File: src/rtl/regfile_multiport_pkg.sv
// Shared constants for the multiport register file and its busy scoreboard.
// Latency: n/a (constants only).
// Backpressure: n/a (no handshakes).
package regfile_multiport_pkg;
  localparam int DEF_WIDTH = 32;
  localparam int DEF_DEPTH = 32;
  // Hard-wired zero register: reads 0, ignores writes, never busy.
  localparam int REG0 = 0;
  typedef logic [DEF_WIDTH-1:0] word_t;
endpackage

File: src/rtl/regfile_scoreboard.sv
// Per-register busy bits: set by an issue, cleared by a write, issue wins on conflict.
// Latency: busy state updates on the rising clk edge after issue/clear.
// Backpressure: none; callers pre-qualify issue/clear (nonzero, in-range address).
module regfile_scoreboard
  import regfile_multiport_pkg::*;
#(
  parameter int DEPTH = DEF_DEPTH,
  parameter int AW    = ($clog2(DEPTH) > 1) ? $clog2(DEPTH) : 1
) (
  input  logic             clk,
  input  logic             rst_n,
  input  logic             issue_vld_i,
  input  logic [AW-1:0]    issue_addr_i,
  input  logic             clr_vld_i,
  input  logic [AW-1:0]    clr_addr_i,
  output logic [DEPTH-1:0] busy_o
);

  logic [DEPTH-1:0] busy_q;

  // Busy bit per register; a same-cycle issue overrides the clear (newer producer wins).
  always_ff @(posedge clk or negedge rst_n) begin
    if (!rst_n) begin
      busy_q <= '0;
    end else begin
      for (int i = REG0 + 1; i < DEPTH; i++) begin
        if (issue_vld_i && (issue_addr_i == AW'(i))) begin
          busy_q[i] <= 1'b1;
        end else if (clr_vld_i && (clr_addr_i == AW'(i))) begin
          busy_q[i] <= 1'b0;
        end
      end
    end
  end

  assign busy_o = busy_q;

endmodule

File: src/rtl/regfile_multiport.sv
// Flop-based register file: NREAD combinational read ports, one write port, busy scoreboard.
// Latency: reads are zero-latency; writes land on the rising edge (optionally forwarded same cycle).
// Backpressure: none; out-of-range or r0 writes/issues are silently dropped.
module regfile_multiport
  import regfile_multiport_pkg::*;
#(
  parameter  int WIDTH  = DEF_WIDTH,
  parameter  int DEPTH  = DEF_DEPTH,
  parameter  int NREAD  = 2,
  parameter  int BYPASS = 1,
  localparam int AW     = ($clog2(DEPTH) > 1) ? $clog2(DEPTH) : 1
) (
  input  logic                   clk,
  input  logic                   rst_n,
  input  logic [NREAD*AW-1:0]    regRaddr,
  output logic [NREAD*WIDTH-1:0] regRcontent,
  output logic [NREAD-1:0]       regRbusy,
  input  logic [AW-1:0]          regWaddr,
  input  logic [WIDTH-1:0]       data,
  input  logic                   regWflag,
  input  logic                   issueFlag,
  input  logic [AW-1:0]          issueAddr,
  output logic                   anyBusy
);

  logic [WIDTH-1:0] mem_q [DEPTH];
  logic [DEPTH-1:0] busy;
  logic             wr_en;
  logic             iss_en;
  logic [AW-1:0]    rd_addr;

  // Address names a real, writable register (not r0, below DEPTH).
  function automatic logic valid_addr(input logic [AW-1:0] a);
    return (int'(a) < DEPTH) && (a != AW'(REG0));
  endfunction

  // Gating with rst_n keeps forwarding from leaking write data while reset is held.
  assign wr_en  = rst_n && regWflag  && valid_addr(regWaddr);
  assign iss_en = rst_n && issueFlag && valid_addr(issueAddr);

  // Storage array; entry 0 is only ever reset, so it always reads zero.
  always_ff @(posedge clk or negedge rst_n) begin
    if (!rst_n) begin
      for (int i = 0; i < DEPTH; i++) begin
        mem_q[i] <= '0;
      end
    end else if (wr_en) begin
      for (int i = REG0 + 1; i < DEPTH; i++) begin
        if (regWaddr == AW'(i)) begin
          mem_q[i] <= data;
        end
      end
    end
  end

  regfile_scoreboard #(
    .DEPTH (DEPTH),
    .AW    (AW)
  ) u_scoreboard (
    .clk          (clk),
    .rst_n        (rst_n),
    .issue_vld_i  (iss_en),
    .issue_addr_i (issueAddr),
    .clr_vld_i    (wr_en),
    .clr_addr_i   (regWaddr),
    .busy_o       (busy)
  );

  // Independent read ports with optional same-cycle forwarding of the write port.
  always_comb begin
    regRcontent = '0;
    regRbusy    = '0;
    rd_addr     = '0;
    for (int k = 0; k < NREAD; k++) begin
      rd_addr = regRaddr[k*AW +: AW];
      if (valid_addr(rd_addr)) begin
        for (int i = REG0 + 1; i < DEPTH; i++) begin
          if (rd_addr == AW'(i)) begin
            regRcontent[k*WIDTH +: WIDTH] = mem_q[i];
            regRbusy[k]                   = busy[i];
          end
        end
        if ((BYPASS != 0) && wr_en && (rd_addr == regWaddr)) begin
          regRcontent[k*WIDTH +: WIDTH] = data;
          regRbusy[k]                   = 1'b0;
        end
      end
    end
  end

  // Busy bits are registered, so this reflects state after the last edge only.
  assign anyBusy = |busy;

endmodule

File: config.mk
export PLATFORM = sky130hd
export DESIGN_NAME = regfile_multiport
export DESIGN_NICKNAME = d
export VERILOG_FILES = /design/src/rtl/regfile_multiport_pkg.sv /design/src/rtl/regfile_scoreboard.sv /design/src/rtl/regfile_multiport.sv
export SDC_FILE = /design/constraint.sdc
export NUM_CORES = 2
export LEC_CHECK = 0
export BUFFER_PORTS_ARGS = -buffer_cell sky130_fd_sc_hd__buf_2
export CAP_MARGIN = 40
export CORE_ASPECT_RATIO = 0.8
export CORE_MARGIN = 5
export CORE_UTILIZATION = 45
export DETAILED_ROUTE_END_ITERATION = 16
export MAX_ROUTING_LAYER = met4
export PLACE_DENSITY = 0.64
export SKIP_CTS_REPAIR_TIMING = 1
export SLEW_MARGIN = 40
export SYNTH_ARGS = -nofsm -noshare
export SYNTH_HDL_FRONTEND = slang
export SYNTH_SLANG_ARGS = --single-unit
File: constraint.sdc
create_clock -name clk -period 2.17 [get_ports clk]
set_clock_uncertainty 0.1 [all_clocks]
set_input_delay 0.217 -clock clk [delete_from_list [all_inputs] [get_ports clk]]
set_output_delay 0.217 -clock clk [all_outputs]
set_load 0.01 [all_outputs]
==> out/results.txt <==
Status: finished with violations
Violated checks: DRC, setup timing
DR vias: 64100
Top Ports: 123
Yosys synthesis warning count: 1
Number of synthesized flops with an enable pin: 0
Achievable Freq: 287 MHz
Core ar.: 0.123 mm^2
Total wire length: 393000 um
# rows: 115
Setup ws final: -1320 ps
CTS tree: done
Pwr dens: 729 mW/mm^2
CTS clk-pin slew, worst paths: 60 ps
FF+latch count, synth: 1023
RR Startpoint: mem_q[302]$_DFFE_PN0P_
CTS buffer count: 113
Top cell type by total area after synthesis: dfrtp_1
Fin Setup TNS: -58810 ps
Vias per std cell: 7.56
Total GRT Usage: 58.3%
Mapped Nets: 5241
Main area contributors after synthesis: dfrtp_1 46%, mux2_2 20%, a22oi_1 5.3%
Setup violations, final: 66
Post-route ant nets: 0
Skew-Pair Late Insertion Delay: 770 ps
Placer Congestion: 1.17
FF-to-FF path depth: 2
Final total power: 59100 uW
Final Critical Period: 3490 ps
Area Overhead vs Synth: 44.4%
Largest net degree at the start of global routing: 138
CP arrival: 3170 ps
Port Buf Inserts: 121
Hold Path Depth: 3
Clk buf depth: 3
Clock sink total: 1023
Clk root buf: clkbuf_16
Startpoint Class: flop
Sequential fraction of the synthesis area: 45.6%
Synth unique cells: 95
First-pass GRT wire length: 512000 um
First drt pass iteration count: 14
Cells along the critical path: mux4_2 > a21boi_4 > o221ai_2 > nand4_1 > a211oi_2 > buf_4 > nor3_4 > o211a_4 > buf_6
H-Tree Depth: 3
Final hold violation count: 0
Die Wd: 405 um
Vias in the first global route: 59000
Post-synth ARST share: 100%
Wirelength per Cell: 46.4 um
Antenna violations before repair: 46
Grt ovf: 0
Die height: 326 um
Crit end category: primary output
Hpwl dp: 289000 um
Initial Util: 45.5%
RSZ-0062 raised after global routing: true
Slew @ Worst Pin: 879 ps
Post-Syn Instances: 5185
Total Nets Final: 6736
DR DRC count: 1
Maximum VDD drop: 0.712 mV
Slowest cell on the critical path: mux4_2
Max-cap violation count: 0
Worst slack, placed: -1470 ps
Slew Viols, Final: 0
Mean Syn Cell Area: 10.8 um^2
Launch point of the worst path: mem_q[952]$_DFFE_PN0P_
Critical path type: flop to primary output
Share of layout cells above drive strength 1: 52.5%
DR iter-0 viols: 13000
Post-synthesis cell area: 0.0561 mm^2
Hold Path Class: input port to flop
Post-synth top area share: 45.6%
Period utilisation layout: 161%
Die area: 0.132 mm^2
Worst-path maximum fanout: 2
CP required: 1850 ps
Min-delay src: data[13]
Top_reg_cell synth: dfrtp_1
Leakage: 0.0370 uW
Slew HR: 41.4%
Worst path max stage delay: 480 ps
power by group:
part / internal (uW) / switching [uW] / total [uW] / leakage (uW)
clock network: 12500 / 9130 / 21700 / 0.00200
registers: 21700 / 2960 / 24600 / 0.0134
logic: 5980 / 6860 / 12800 / 0.0215
total: 40200 / 18900 / 59100 / 0.0370
sequential cells by signal, indices dropped and copies added (netlist names):
| register | flops |
|---|---|
| u_scoreboard.busy_o | 31 |
| mem_q | 992 |
final cells by class:
cell class / instances / area, um^2
antenna: 64 / 160
clock buffer: 154 / 3250
clock inverter: 53 / 802
fill: 9523 / 42400
inverter: 58 / 218
multi-input combinational: 3610 / 31300
sequential: 1023 / 25600
tap: 1638 / 2050
timing repair buffer: 1874 / 17700
cells in the final DEF, fill, tap and decap left out, drive strengths merged, types with 39 or more instances in the layout:
master and instances:
diode 64, dlygate4sd3 39, inv 61, mux2i 57
dfrtp 1023, a22o 73, a21oi 280, nand2 282
a221oi 103, nor2 253, mux2 988, nand4 54
nand3 89, nor3 82, a22oi 393, o211ai 43
clkbuf 165, o22ai 91, buf 1824, o21ai 235
synthesized netlist by cell type, drive strengths merged, types with 13 or more instances:
cell type     n
mux2        988
a22oi       393
o21ai       235
buf         313
nand2       282
a221oi      103
nor3b        13
a2111oi      20
dfrtp      1023
mux2i        57
a21o         15
a211o        15
nand4        54
a222oi       36
o221ai       37
a21oi       280
nor2        253
o32ai        14
nor4         21
nand3        89
a32oi        19
o211ai       43
o2bb2ai      20
a22o         73
a31oi        28
inv          57
clkbuf      181
and3         34
nand2b       32
o2111ai      14
nor2b        33
o22ai        91
a211oi       24
nor3         82
a221o        21
per-stage QoR:
stage	hold WS, ps	cell area [um^2]	util [%]	std cells
6_report	17.0	81100	65.7	8474
5_1_grt	40.9	81000	65.6	8463
4_1_cts	-494	75600	61.2	8240
3_5_place_dp	317	71500	57.9	8033
3_3_place_gp	308	71400	57.8	8028
2_1_floorplan	-179	56500	-	5185
kinds of logic (layout without fill, tap and decap cells):
logic type | after synthesis | count (layout) | share of synthesized area, %
other | 1 | 65 | 0.00668
xor gates and xnor gates | 11 | 11 | 0.172
and+or+nand+nor | 983 | 983 | 8.95
buffers and inverters | 552 | 2139 | 4.71
DFF | 1023 | 1023 | 45.6
AOI/OAI and AO/OA | 1566 | 1566 | 19.6
muxes | 1049 | 1049 | 21.0
worst paths after layout:
path,end,slack (ps)
worst max-delay path,regRcontent[24],-1320
worst min-delay path,mem_q[13]$_DFFE_PN0P_,20
worst max register to register,mem_q[302]$_DFFE_PN0P_,940
worst min register to register,u_scoreboard.busy_o[20]$_DFFE_PN0P_,410
max in group asynchronous,mem_q[412]$_DFFE_PN0P_,200
min in group asynchronous,mem_q[903]$_DFFE_PN0P_,380
layer usage:
metal,part of all wire [%],wire (um),GRT usage [%]
met1,33,131000,67.9
met2,37,147000,75.0
met3,18,69200,29.4
met4,12,45800,46.0
met5,0,0,-
worst max-delay path, delay by kind of cell (launching register included):
family,cells,cell delay [ps]
flip-flops,1,390
multiplexers,1,480
buffers and inverters,2,330
AO/OA/AOI/OAI,4,910
AND/OR/NAND/NOR,2,300
(Power assumes the default switching activity.)
